**config.mk**
```make
export PLATFORM = sky130hd
export DESIGN_NAME = hpdcache_victim_rand
export DESIGN_NICKNAME = d
export VERILOG_FILES = /design/src/rtl/hpdcache_pkg.sv /design/src/rtl/hpdcache_lfsr.sv /design/src/rtl/hpdcache_victim_rand.sv
export SDC_FILE = /design/constraint.sdc
export NUM_CORES = 1
export LEC_CHECK = 0
export BUFFER_PORTS_ARGS = -buffer_cell sky130_fd_sc_hd__clkbuf_2
export CORE_MARGIN = 4
export CORE_UTILIZATION = 47
export CTS_CLUSTER_DIAMETER = 80
export DETAILED_ROUTE_END_ITERATION = 6
export GPL_ROUTABILITY_DRIVEN = 1
export PLACE_DENSITY = 0.77
export SLEW_MARGIN = 0
export SYNTH_ARGS = -nofsm -noshare
export SYNTH_HDL_FRONTEND = slang
export SYNTH_SLANG_ARGS = --single-unit
```
**constraint.sdc**
```tcl
create_clock -name clk_i -period 1.8 [get_ports clk_i]
set_input_delay 0.09 -clock clk_i [delete_from_list [all_inputs] [get_ports clk_i]]
set_output_delay 0.09 -clock clk_i [all_outputs]
set_load 0.02 [all_outputs]
```
**src/rtl/hpdcache_pkg.sv**
```systemverilog
// Shared cache constants and the LFSR feedback table used by victim selection.
package hpdcache_pkg;

  localparam int unsigned HPDCACHE_MAX_WAYS = 32;

  // Right-shifting Galois feedback masks for 8..16 bit random sources.
  function automatic logic [15:0] hpdcache_lfsr_taps(input int unsigned width);
    logic [15:0] taps;
    case (width)
      8:       taps = 16'h00e1;
      9:       taps = 16'h0110;
      10:      taps = 16'h0240;
      11:      taps = 16'h0500;
      12:      taps = 16'h0e08;
      13:      taps = 16'h1c80;
      14:      taps = 16'h3802;
      15:      taps = 16'h6000;
      default: taps = 16'hd008;
    endcase
    return taps;
  endfunction

endpackage

```
**src/rtl/hpdcache_lfsr.sv**
```systemverilog
// Galois LFSR, resets to all-ones and advances one step only when shift_i is high.
module hpdcache_lfsr
  import hpdcache_pkg::*;
#(
  parameter int unsigned WIDTH = 8
) (
  input  logic             clk_i,
  input  logic             rst_ni,
  input  logic             shift_i,
  output logic [WIDTH-1:0] value_o
);

  localparam logic [15:0]      TAPS_FULL = hpdcache_lfsr_taps(WIDTH);
  localparam logic [WIDTH-1:0] TAPS      = TAPS_FULL[WIDTH-1:0];

  logic [WIDTH-1:0] lfsr_q;
  logic [WIDTH-1:0] lfsr_d;

  always_comb begin
    lfsr_d = lfsr_q;
    if (shift_i) begin
      lfsr_d = {1'b0, lfsr_q[WIDTH-1:1]} ^ (lfsr_q[0] ? TAPS : '0);
    end
  end

  always_ff @(posedge clk_i or negedge rst_ni) begin
    if (!rst_ni) begin
      lfsr_q <= '1;
    end else begin
      lfsr_q <= lfsr_d;
    end
  end

  assign value_o = lfsr_q;

endmodule

```
**src/rtl/hpdcache_victim_rand.sv**
```systemverilog
// Pseudo-random victim way selection with a one-entry registered response.
// Optional HPDCACHE_VICTIM_INVALID_FIRST_EN prefers the lowest unlocked invalid way.
module hpdcache_victim_rand
  import hpdcache_pkg::*;
#(
  parameter int unsigned WAYS       = 4,
  parameter int unsigned LFSR_WIDTH = 8
) (
  input  logic            clk_i,
  input  logic            rst_ni,
  input  logic            req_valid_i,
  output logic            req_ready_o,
  input  logic [WAYS-1:0] req_valid_ways_i,
  input  logic [WAYS-1:0] req_lock_ways_i,
  output logic            rsp_valid_o,
  input  logic            rsp_ready_i,
  output logic [WAYS-1:0] rsp_victim_o,
  output logic            rsp_none_o
);

  localparam int unsigned IDX_W = (WAYS > 1) ? $clog2(WAYS) : 1;

  typedef logic [WAYS-1:0]  way_vec_t;
  typedef logic [IDX_W-1:0] way_idx_t;

  if (WAYS < 2 || WAYS > HPDCACHE_MAX_WAYS) begin : gen_bad_ways
    $fatal(1, "hpdcache_victim_rand: WAYS must be in 2..32");
  end
  if (LFSR_WIDTH < 8 || LFSR_WIDTH > 16) begin : gen_bad_lfsr
    $fatal(1, "hpdcache_victim_rand: LFSR_WIDTH must be in 8..16");
  end

  // Handshake: a request is taken when req_valid_i && req_ready_o; the
  // response is consumed when rsp_valid_o && rsp_ready_i and is held otherwise.
  logic req_accept;
  assign req_ready_o = !rsp_valid_o || rsp_ready_i;
  assign req_accept  = req_valid_i && req_ready_o;

  logic [LFSR_WIDTH-1:0] lfsr_value;

  hpdcache_lfsr #(
    .WIDTH (LFSR_WIDTH)
  ) i_lfsr (
    .clk_i   (clk_i),
    .rst_ni  (rst_ni),
    .shift_i (req_accept),
    .value_o (lfsr_value)
  );

  logic [LFSR_WIDTH-1:0] start_full;
  way_idx_t              start_idx;
  assign start_full = lfsr_value % LFSR_WIDTH'(WAYS);
  assign start_idx  = way_idx_t'(start_full);

  way_vec_t rand_victim;
  logic     rand_found;

  // Upward search from the random start, wrapping at WAYS-1.
  always_comb begin
    int unsigned pos;
    way_idx_t    idx;
    rand_victim = '0;
    rand_found  = 1'b0;
    pos         = 0;
    idx         = '0;
    for (int unsigned i = 0; i < WAYS; i++) begin
      pos = int'(start_idx) + i;
      if (pos >= WAYS) pos = pos - WAYS;
      idx = way_idx_t'(pos);
      if (!rand_found && !req_lock_ways_i[idx]) begin
        rand_victim[idx] = 1'b1;
        rand_found       = 1'b1;
      end
    end
  end

  way_vec_t sel_victim;
  logic     sel_none;
  assign sel_none = &req_lock_ways_i;

`ifdef HPDCACHE_VICTIM_INVALID_FIRST_EN
  way_vec_t inv_cand;
  way_vec_t inv_victim;
  assign inv_cand   = ~req_valid_ways_i & ~req_lock_ways_i;
  assign inv_victim = inv_cand & (~inv_cand + way_vec_t'(1));
  assign sel_victim = (|inv_cand) ? inv_victim : rand_victim;
`else
  logic unused_valid_ways;
  assign unused_valid_ways = ^req_valid_ways_i;
  assign sel_victim        = rand_victim;
`endif

  logic     rsp_valid_q;
  way_vec_t rsp_victim_q;
  logic     rsp_none_q;

  always_ff @(posedge clk_i or negedge rst_ni) begin
    if (!rst_ni) begin
      rsp_valid_q  <= 1'b0;
      rsp_victim_q <= '0;
      rsp_none_q   <= 1'b0;
    end else if (req_accept) begin
      rsp_valid_q  <= 1'b1;
      rsp_victim_q <= sel_victim;
      rsp_none_q   <= sel_none;
    end else if (rsp_ready_i) begin
      rsp_valid_q  <= 1'b0;
    end
  end

  assign rsp_valid_o  = rsp_valid_q;
  assign rsp_victim_o = rsp_victim_q;
  assign rsp_none_o   = rsp_none_q;

endmodule

```
* After elaboration in Yosys (flattened, before gate mapping)
Index checks and enable logic that the tools add are counted.
** Word-level totals
- Word-level logic and storage cells :: 74
- Register bits :: 14
- Input port bits :: 12
** Operators by class
- Multiplexer cells :: 30
- Add/sub/neg operators :: 7
- Reduce and logical (&&, ||, !) cells :: 17
- Magnitude comparators :: 12
- Bitwise operators :: 4
** Operator list (number)
- 4-bit 2-to-1 mux :: 4
- 1-bit 2-to-1 mux :: 13
- 2-bit by 3-bit < comparator with 1-bit output (second input constant) :: 4
- 4-bit OR :: 3
- 3-bit >= comparator (second input constant) :: 3
- 1-bit binary-select mux with 2-bit select :: 4
- 1-bit demux with 2-bit select :: 4
- 2-bit by 1-bit >= comparator with 1-bit output (second input constant) :: 4
- 1-bit logical AND :: 8
- 2-bit 2-to-1 mux :: 4
- 8-bit 2-to-1 mux :: 1
- 2-bit by 1-bit subtractor with 2-bit output (second input constant) :: 4
- 7-bit by 8-bit bitwise XOR with 8-bit output :: 1
- 2-bit by 2-bit adder with 3-bit output (second input constant) :: 2
- 1-bit zero test :: 6
- 4-bit AND reduction :: 1
- 2-bit by 1-bit adder with 3-bit output (second input constant) :: 1
- 2-bit by 3-bit >= comparator with 1-bit output (second input constant) :: 1
- 2-bit nonzero test :: 1
- 1-bit logical OR :: 1

* Logic depth before layout (Yosys ltp)
Gate-level depths: netlist (run 1).
- Word-level depth :: 14
- Depth in mapped cells :: 6
- Mapped depth without buffers :: 6

* Cells and area by module
From an unflattened synthesis (run 1), not the netlist that was laid out.
** Second synthesis, totals
- Cell total of the unflattened synthesis :: 93
- Area, all modules :: 972.2 um^2
** Modules (own cells, without submodules)
- hpdcache_victim_rand :: cells an instance 71, area each 646.9 um^2, times used 1
- hpdcache_lfsr :: cells an instance 22, area each 325.3 um^2, times used 1

* Least setup slack after synthesis (run 1)
Ideal clock, no wire load.
- Path type :: reg-to-reg
- Start :: reg i_lfsr.lfsr_q[0], in the netlist i_lfsr.value_o[0]
- End :: reg rsp_victim_q[0], in the netlist rsp_victim_o[0]
- Path slack :: 0.039 ns
- Library setup time :: 0.129 ns
- Buffers on the path :: 0
- Stages on the path, launching flop included :: 6
- Data arrival time :: 1.632 ns
- Path through :: dfstp_2 -> inv_2 -> ha_1 -> mux4_2 -> a41oi_1 -> a31oi_1
** On the way
- Word-level cells in the longest chain between the ends :: 14
- Elaborated cells on any way between the ends :: 61
** Ends and longest elaborated chain
- start, declared :: RTL line hpdcache_lfsr.sv:16 : logic [WIDTH-1:0] lfsr_q;
- start signal, assigned :: RTL line hpdcache_lfsr.sv:30 : lfsr_q <= lfsr_d;
- parallel branches: the longest is 13 deep, another holds 2-bit by 1-bit adder with 3-bit output
- 4-bit 2-to-1 mux (*) :: RTL line hpdcache_victim_rand.sv:70 : if (!rand_found && !req_lock_ways_i[idx]) begin
- end signal, assigned :: RTL line hpdcache_victim_rand.sv:104 : rsp_victim_q <= sel_victim;
- end, declared :: RTL line hpdcache_victim_rand.sv:94 : way_vec_t rsp_victim_q;
Every way passes the cells marked *. The select of a mux whose other input is x is not followed.
A chain may end at the register's enable or synchronous reset.

* Final worst setup path (run 1)
- Start :: reg i_lfsr.lfsr_q[0], in the netlist i_lfsr.value_o[0]
- End :: reg rsp_victim_q[2], in the netlist rsp_victim_o[2]
Same word-level chain as after synthesis.

==> qor.csv, run 1 <==
stage,metric,value,unit
routing,dr_total_vias,797,
synthesis,synth_fp_nets,112,
synthesis,yosysMostFrequentCell,nand2_1,
cts,tritoncts,done,
sta,max_freq,569,MHz
critical_path,regToRegSetupSlack,0.04,ns
sta,period_minus_slack,1.76,ns
sta,setup-violations-final,0,
finish,fillers,159,
synthesis,syn_area,891,um2
cts,h-tree-depth,1,
sta,hold_ws,0.0117,ns
synthesis,syn_inst,96,
critical_path,critPathLaunchType,register,
placement,place_congestion,0.844,
global_routing,antenna_found_initial,0,
finish,fin_nets,137,
cts,numCtsBuffers,3,
placement,dp_hpwl,1430,um
cts,cts.sinks,14,
critical_path,reg2reg_to,rsp_victim_o[2],
critical_path,crit_start,i_lfsr.value_o[0],
synthesis,ys_ff_latch,14,
die,die_area,2660,um2
routing,drtAntennaViolNets,0,
sta,slew_headroom,69.3,%
sta,rsz0062_at_grt,true,
finish,num_antenna_cells,0,
routing,routed_wl,2010,um
critical_path,critical-path-max-stage-delay,0.57,ns
die,core,1760,um2
global_routing,grt.overflow.total,0,
min_path,hold_path.class,in2reg,
synthesis,ys.flop_type,dfstp_2,
run_status,status,finished clean,
sta,min_period_over_period,97.6,%
run,drv_cap,0,
finish,fin_util,62.8,%
power_and_ir_drop,p_per_area,1460,nW/um2
critical_path,cp_cell_sequence,"inv_2, ha_4, mux4_2, nor2_2, mux2i_1, a31oi_1",
finish,areaGrowthSynthToFinish,24.3,%
cts,path_clk_slew,0.09,ns
global_routing,first_global_vias,725,
routing,drtIter0Drc,13,
critical_path,crit_buf_inv,1,
cts,clk_latency,0.29,ns
critical_path,crit_required,2.01,ns
global_routing,track_usage,15.8,%
placement,placed_cells,139,
global_routing,grt_first_pass_wirelength,3110,um
finish,drive_gt1_share,37.5,%
finish,seq_area,360,um2
sta,worst_pin_slew,0.459,ns
die,initial_core_util,50.5,%
power_and_ir_drop,vdd_drop_max,0.774,mV
die,die_h,51.5,um
sta,hold_violations,0,
synthesis,synth_top_area_share,23.6,%
cts,cts_max_path_buffers,2,
synthesis,yosys-top-cells-area,"dfstp_2, dfrtp_1, nand2_1",
die,ios,19,
synthesis,yosys.area.top_type,dfstp_2,
placement,portBuffers,14,
synthesis,yosys_warnings,0,
sta,fin_skew,0.0131,ns
synthesis,synth_edf_count,0,
die,die_w,51.5,um
critical_path,cp.depth,6,
die,core.rowCount,15,
critical_path,crit_type,reg2reg,
critical_path,slowest_stage,dfstp_2,
finish,multi_input_area,523,um2
sta,fin_setup_tns,0,ns
power_and_ir_drop,power.total,1.61,mW
power_and_ir_drop,leakagePower,0.470,nW
critical_path,cp-end-kind,register,
routing,drcViolationCount,0,
critical_path,worstRegToRegCells,6,
critical_path,path_max_fanout,8,
synthesis,syn_area_per_cell,9.28,um2
synthesis,async_flop_share,100,%
synthesis,synth_common_cells,"nand2_1, o21ai_0, dfstp_2, nor2_1",
global_routing,grt_max_degree,16,
finish,final_cells,145,
routing,drt_first_pass_iters,4,
routing,routedWlPerCell,13.8,um
critical_path,critical_path_arrival,1.97,ns
synthesis,synth.distinct_cells,28,
critical_path,crit-reg2reg-launch,i_lfsr.value_o[0],
routing,viasPerCell,5.50,
cts,cts_root_buf,clkbuf_4,
synthesis,synth-seq-area-share,40.4,%
sta,maxSlewViolCount,0,
critical_path,cp-endpoint,rsp_victim_o[2],
critical_path,critPathTopFamily,flip-flops,
sequential cells by signal (all words and copies together), names as in the netlist:
signal          flops
rsp_none_o          1
i_lfsr.value_o      8
rsp_victim_o        4
rsp_valid_o         1
cell type report:
cell class / instances / area share, %
repair buffers: 23 / 12.7
well taps: 25 / 2.82
multi-input cells: 72 / 47.2
clock buffers: 4 / 2.37
inverters: 7 / 2.37
flip-flops and latches: 14 / 32.5
cells in the final DEF, fill, tap and decap left out, drive strengths merged, types with 2 or more instances in the layout:
cell,netlist,routed
ha,4,4
a41oi,4,4
clkbuf,2,18
xnor2,2,2
dfstp,8,8
a31oi,4,4
nand2,17,17
nand3b,2,2
nand2b,2,2
or3b,3,3
inv,7,7
mux2i,6,6
buf,1,8
dfrtp,6,6
nor2,8,8
o21ai,10,10
where the power goes:
part	switching, mW	total, mW	leakage [nW]	internal [mW]
Clock	0.103	0.189	0.0150	0.0862
Sequential	0.0697	0.546	0.155	0.477
Combinational	0.478	0.877	0.301	0.399
logic make-up after synthesis:
kind of cell               count (synthesis)  share of synthesized area (%)
buffers and inverters                     10                           5.06
and+or+nand+nor                           36                           19.4
DFF                                       14                           40.4
muxes                                      8                           10.5
AOI/OAI and AO/OA                         22                           17.0
xor gates and xnor gates                   2                           1.97
adders and majority gates                  4                           5.62
routing by layer:
metal,GRT usage (%),share of wire [%],wire length [um],vias up
li1,-,-,-,388
met1,18.5,45,903,377
met2,26.9,47,945,26
met3,5.16,5.7,114,6
met4,5.68,2.1,42,0
met5,0,0,0,-
worst min path at each step:
stage | start | end | slack [ns] | cells after the start
2_1_floorplan | rst_ni | rsp_none_o | -0.21 | 0
3_3_place_gp | rst_ni | rsp_victim_o[3] | -0.002 | 1
3_5_place_dp | rst_ni | rsp_victim_o[0] | 0.01 | 1
4_1_cts | req_valid_i | rsp_valid_o | 0.01 | 2
5_1_grt | req_valid_i | rsp_valid_o | 0.02 | 2
6_report | req_valid_i | rsp_valid_o | 0.01 | 2
repair_timing:
item / CTS / global route
resized for setup: 0 / 6
hold buffers: 1 / 0
hold endpoints to repair: 14 / 0
endpoints found under the setup margin: 0 / 4
setup buffers: 0 / 2
through the flow:
step                      worst slack (ns)  area, um2
final                               0.0424       1110
after detailed placement           0.00534       1030
after global routing               -0.0850       1110
after floorplan                     0.0393        891
after global placement              0.0405       1030
after CTS                          0.00266       1060
Note: power is estimated with default switching activity, not from simulation.
==> run 2: changes to the inputs <==
--- a/config.mk
+++ b/config.mk
@@ -7,11 +7,11 @@
 export LEC_CHECK = 0
 export BUFFER_PORTS_ARGS = -buffer_cell sky130_fd_sc_hd__clkbuf_2
 export CORE_MARGIN = 4
-export CORE_UTILIZATION = 47
+export CORE_UTILIZATION = 53
 export CTS_CLUSTER_DIAMETER = 80
 export DETAILED_ROUTE_END_ITERATION = 6
 export GPL_ROUTABILITY_DRIVEN = 1
-export PLACE_DENSITY = 0.77
+export PLACE_DENSITY = 0.82
 export SLEW_MARGIN = 0
 export SYNTH_ARGS = -nofsm -noshare
 export SYNTH_HDL_FRONTEND = slang
==> constraint.sdc (replaced) <==
create_clock -name clk_i -period 2.1 [get_ports clk_i]
set_input_delay 0.105 -clock clk_i [delete_from_list [all_inputs] [get_ports clk_i]]
set_output_delay 0.105 -clock clk_i [all_outputs]
set_load 0.02 [all_outputs]
==> run 2 against run 1 <==
Non-clock buffer count fell by 7. Wire length fell by 10%. Combinational power fell by 32%. Critical path depth is 1 lower. Cell area fell by 8.2%. Global-route usage up 0.80 points. Sequential power down 15%. Critical path type unchanged. Critical endpoint is now rsp_victim_o[0].
==> qor.csv, run 2 (synthesis results as in run 1) <==
stage,metric,value,unit
power_and_ir_drop,seq_power_share,36.9,%
global_routing,grt_max_degree,16,
finish,num_antenna_cells,0,
cts,ctsHoldBuffers,1,
die,ios,19,
sta,fin_skew,0.0120,ns
die,core.rowCount,14,
global_routing,first_global_vias,723,
routing,drtIter0Drc,20,
finish,stdcell_area,1020,um2
finish,largest_reg_flops,8,
global_routing,grt_first_pass_wirelength,3220,um
sta,rsz0062_at_grt,false,
routing,drtAntennaViolNets,0,
critical_path,path_max_fanout,8,
finish,drive_gt1_share,30.1,%
placement,portBuffers,14,
finish,fin_util,65.9,%
power_and_ir_drop,vdd_drop_max,0.857,mV
sta,worst_pin_slew,0.538,ns
power_and_ir_drop,power.internal,757,uW
finish,final_common_cell,nand2_1,
run_status,status,finished clean,
cts,cts.sinks,14,
finish,fillers,124,
critical_path,worstRegToRegCells,5,
power_and_ir_drop,power_frac_clock,16.1,%
sta,period_minus_slack,1.94,ns
min_path,min_delay_path_depth,2,
sta,max_freq,514,MHz
finish,fin_nets,130,
placement,placed_cells,124,
die,die_w,49,um
global_routing,grt.overflow.total,0,
cts,clk_latency,0.29,ns
critical_path,crit_type,reg2reg,
critical_path,critPathLaunchType,register,
power_and_ir_drop,p_sw_share,40.1,%
routing,dr_total_vias,741,
routing,viasPerCell,5.74,
routing,routedWlPerCell,13.9,um
critical_path,cp-end-kind,register,
sta,fin_setup_tns,0,ns
cts,cts_max_path_buffers,2,
critical_path,reg2reg_to,rsp_victim_o[0],
sta,setup-violations-final,0,
global_routing,track_usage,16.6,%
sta,hold_violations,0,
power_and_ir_drop,p_sw,506,uW
placement,place_congestion,0.932,
placement,post-place-ws,0.202,ns
sta,min_period_over_period,92.6,%
finish,final_cell_mix,"nand2_1, clkbuf_2, o21ai_0",
cts,h-tree-depth,1,
routing,drt_first_pass_iters,4,
routing,drcViolationCount,0,
cts,cts.repair.resized,0,
critical_path,crit-reg2reg-launch,i_lfsr.value_o[1],
routing,routed_wl,1800,um
finish,seq_area,360,um2
sta,fin_ws,0.156,ns
power_and_ir_drop,power.total,1.26,mW
finish,multi_input_area,485,um2
placement,dpl-instance-area,970,um2
min_path,hold_path.class,in2reg,
min_path,hold-path-endpoint,rsp_valid_o,
cts,post_cts_buffers,0,
critical_path,regToRegSetupSlack,0.16,ns
power_and_ir_drop,leakagePower,0.441,nW
finish,areaGrowthSynthToFinish,14.0,%
power_and_ir_drop,comb_power_share,46.9,%
critical_path,crit_required,2.27,ns
cts,tritoncts,done,
die,die_area,2400,um2
run,drv_cap,0,
critical_path,critical_path_arrival,2.11,ns
power_and_ir_drop,p_per_area,1240,nW/um2
cts,cts_root_buf,clkbuf_4,
die,die_h,49,um
die,core,1540,um2
cts,path_clk_slew,0.10,ns
die,initial_core_util,57.8,%
min_path,hp-start,req_valid_i,
global_routing,antenna_found_initial,0,
finish,final_cells,129,
cts,numCtsBuffers,3,
sta,hold_ws,0.0357,ns
sta,maxSlewViolCount,0,
sta,slew_headroom,63.6,%
placement,dp_hpwl,1300,um
## run 2: layout make-up
type                       count  share of cell area (%)
sequential                    14                    35.5
inverter                       7                    2.59
timing repair buffer          16                    8.62
clock buffer                   4                    3.57
tap                           16                    1.97
multi-input combinational     72                    47.8
## run 2: how the worst max path moves through the flow
stage / endpoint / slack, ns / cells past startpoint / from
global route: rsp_victim_o[0] / 0.05 / 5 / i_lfsr.value_o[1]
floorplan: rsp_victim_o[0] / 0.34 / 5 / i_lfsr.value_o[0]
detailed placement: rsp_victim_o[2] / 0.20 / 5 / i_lfsr.value_o[1]
CTS: rsp_victim_o[0] / 0.18 / 5 / i_lfsr.value_o[1]
finish: rsp_victim_o[0] / 0.16 / 5 / i_lfsr.value_o[1]
global placement: rsp_victim_o[0] / 0.23 / 5 / i_lfsr.value_o[1]
## run 2: power groups by stage
stage / combinational, mW / sequential (mW) / clock [mW]
6_report: 0.593 / 0.466 / 0.204
5_1_grt: 0.666 / 0.481 / 0.220
4_1_cts: 0.594 / 0.467 / 0.206
3_5_place_dp: 0.591 / 0.473 / 0
3_3_place_gp: 0.572 / 0.466 / 0
2_1_floorplan: 0.409 / 0.518 / 0
## run 2: metal layers
metal	up-vias	GRT usage, %	wire, um
met5	-	0	0
met1	350	23.7	849
met4	0	8.07	29
li1	375	-	-
met3	4	2.14	57
met2	12	24.6	862
## run 2: critical path, stage by stage, from the launching register on
cell and delay, ns:
dfstp_2 0.60, inv_1 0.09, ha_1 0.36, mux4_2 0.41, a41oi_1 0.25, a31oi_1 0.11
==> run 3: changes to the inputs <==
--- a/config.mk
+++ b/config.mk
@@ -5,14 +5,16 @@
 export SDC_FILE = /design/constraint.sdc
 export NUM_CORES = 1
 export LEC_CHECK = 0
+export ABC_AREA = 1
 export BUFFER_PORTS_ARGS = -buffer_cell sky130_fd_sc_hd__clkbuf_2
 export CORE_MARGIN = 4
 export CORE_UTILIZATION = 53
 export CTS_CLUSTER_DIAMETER = 80
 export DETAILED_ROUTE_END_ITERATION = 6
 export GPL_ROUTABILITY_DRIVEN = 1
-export PLACE_DENSITY = 0.82
+export PLACE_DENSITY = 0.81
 export SLEW_MARGIN = 0
 export SYNTH_ARGS = -nofsm -noshare
 export SYNTH_HDL_FRONTEND = slang
+export SYNTH_HIERARCHICAL = 1
 export SYNTH_SLANG_ARGS = --single-unit
==> run 3 against run 2 <==
Critical path depth increased by 6. Via count is 23% higher. Combinational power grew 32%. Hold slack improved by 0.065 ns. Global-route usage up 0.84 points. Register-to-register slack better by 0.06 ns. Setup slack improved by 0.060 ns. Largest power group unchanged.
==> qor.csv, run 3 <==
stage,metric,value,unit
run_status,status,finished clean,
critical_path,critPathTopFamily,flip-flops,
routing,drtAntennaViolNets,0,
synthesis,yosys_warnings,6,
sta,rsz0062_at_grt,false,
die,die_w,50.3,um
finish,areaGrowthSynthToFinish,15.9,%
routing,routedWlPerCell,10.3,um
die,initial_core_util,55.6,%
power_and_ir_drop,leakagePower,0.599,nW
finish,final_cell_mix,"nand2_1, nand3_1, inv_1",
sta,hold_violations,0,
synthesis,ys.flop_type,dfstp_2,
routing,viasPerCell,4.97,
global_routing,antenna_found_initial,0,
cts,cts.sinks,14,
run,drv_cap,0,
cts,h-tree-depth,1,
cts,cts_root_buf,clkbuf_4,
min_path,hold_path.class,in2reg,
finish,largest_reg_flops,8,
global_routing,grt.overflow.total,0,
critical_path,slowest_stage,dfstp_2,
die,ios,19,
power_and_ir_drop,vdd_drop_max,0.729,mV
finish,final_common_cell,nand2_1,
sta,slew_headroom,77.4,%
sta,period_minus_slack,1.88,ns
cts,cts_max_path_buffers,2,
sta,max_freq,531,MHz
die,die_h,50.3,um
cts,numCtsBuffers,3,
synthesis,syn_area,950,um2
cts,path_clk_slew,0.08,ns
synthesis,syn_inst,139,
routing,drt_first_pass_iters,4,
die,core.rowCount,15,
synthesis,ys_ff_latch,14,
finish,num_antenna_cells,0,
synthesis,synth.distinct_cells,18,
die,core,1710,um2
sta,fin_skew,0.00385,ns
placement,dp_hpwl,1490,um
routing,drtIter0Drc,19,
critical_path,regToRegSetupSlack,0.22,ns
routing,routed_wl,1890,um
routing,dr_total_vias,915,
synthesis,async_flop_share,100,%
synthesis,synth_edf_count,0,
critical_path,cp-end-kind,register,
critical_path,crit_path_frequent_cell,inv_1,
cts,clk_latency,0.28,ns
critical_path,path_max_fanout,9,
global_routing,track_usage,17.5,%
synthesis,yosys-top-cells-area,"dfstp_2, nand2_1, dfrtp_1",
routing,drcViolationCount,0,
finish,final_cells,184,
placement,portBuffers,14,
global_routing,grt_max_degree,15,
power_and_ir_drop,p_per_area,1310,nW/um2
global_routing,grt_first_pass_wirelength,3460,um
placement,place_congestion,0.822,
cts,cts.repair.resized,0,
critical_path,critical-path-max-stage-delay,0.63,ns
critical_path,critical_path_arrival,2.07,ns
critical_path,cp_cell_sequence,"inv_1, ha_1, inv_1, nand3_1, nand2_2, nand2_2, nor2_1, nor2_1, nand3_1, nand2_1, inv_1",
sta,setup-violations-final,0,
synthesis,synth_fp_nets,155,
critical_path,crit_type,reg2reg,
die,die_area,2530,um2
critical_path,crit_required,2.28,ns
finish,drive_gt1_share,26.4,%
synthesis,yosysMostFrequentCell,nand2_1,
critical_path,crit_buf_inv,3,
placement,placed_cells,179,
sta,worst_pin_slew,0.337,ns
sta,maxSlewViolCount,0,
synthesis,synth_top_area_share,22.1,%
synthesis,synth-seq-area-share,37.9,%
sta,fin_setup_tns,0,ns
synthesis,syn_area_per_cell,6.83,um2
finish,fin_nets,176,
global_routing,first_global_vias,859,
synthesis,synth_common_cells,"nand2_1, nand3_1, inv_1, dfstp_2, nor2_1",
synthesis,yosys.area.top_type,dfstp_2,
sta,min_period_over_period,89.7,%
critical_path,critPathLaunchType,register,
cts,tritoncts,done,
cts,post_cts_buffers,0,
[run 3: per-layer routing]
layer	up-vias	global-route usage (%)	routed length [um]
met5	-	0	0
met4	0	10.8	59
met3	7	1.78	29
met2	12	31.3	997
met1	433	19.6	806
li1	463	-	-
[run 3: area by class of cell]
| cell class | instances | area (um2) |
|---|---|---|
| Fill cell | 152 | 607 |
| Inverter | 21 | 78.8 |
| Tap cell | 25 | 31.3 |
| Timing Repair Buffer | 17 | 95.1 |
| Sequential cell | 14 | 360 |
| Clock buffer | 4 | 36.3 |
| Multi-Input combinational cell | 103 | 499 |
[run 3: per-stage QoR]
stage	utilization (%)	hold slack, ns	cell area [um2]	setup WS [ns]	power (mW)
final	64.5	0.101	1100	0.216	1.44
after global routing	64.5	0.105	1100	0.0437	1.58
after CTS	64.5	0.0873	1100	0.218	1.45
after detailed placement	61.8	0.0157	1050	0.235	1.26
after global placement	61.8	0.0107	1050	0.299	1.22
after floorplan	-	-0.191	950	0.423	1.07
[run 3: report_power, final]
group          total (mW)  internal, mW  switching (mW)
Combinational       0.781         0.268           0.513
Clock               0.187         0.106          0.0814
Sequential          0.476         0.413          0.0629
[run 3: kinds of logic after synthesis]
group,Yosys count,share of synthesized area [%]
flops,14,37.9
simple gates,95,45.2
fa+ha+maj,4,5.27
buf+inv,22,9.49
compound gates,4,2.11
[run 3: worst min-delay path, cell delays in order]
cell      delay [ns]
clkbuf_2        0.08
nand2_1         0.09
nand2_1         0.07
[run 3: worst paths after layout]
path	start	end	cells after the start
setup / recovery	i_lfsr/value_o[1]	rsp_victim_o[0]	11
hold / removal	req_valid_i	rsp_valid_o	3
setup reg to reg	i_lfsr/value_o[1]	rsp_victim_o[0]	11
hold reg to reg	i_lfsr/value_o[3]	i_lfsr/value_o[2]	2
max in group asynchronous	rst_ni	i_lfsr/value_o[0]	2
min in group asynchronous	rst_ni	rsp_victim_o[0]	2
[run 3: repair_timing]
| action | 4_1_cts | 5_1_grt |
|---|---|---|
| endpoints found under the hold margin | 14 | 0 |
| hold buffers | 1 | 0 |
| endpoints found under the setup margin | 0 | 0 |
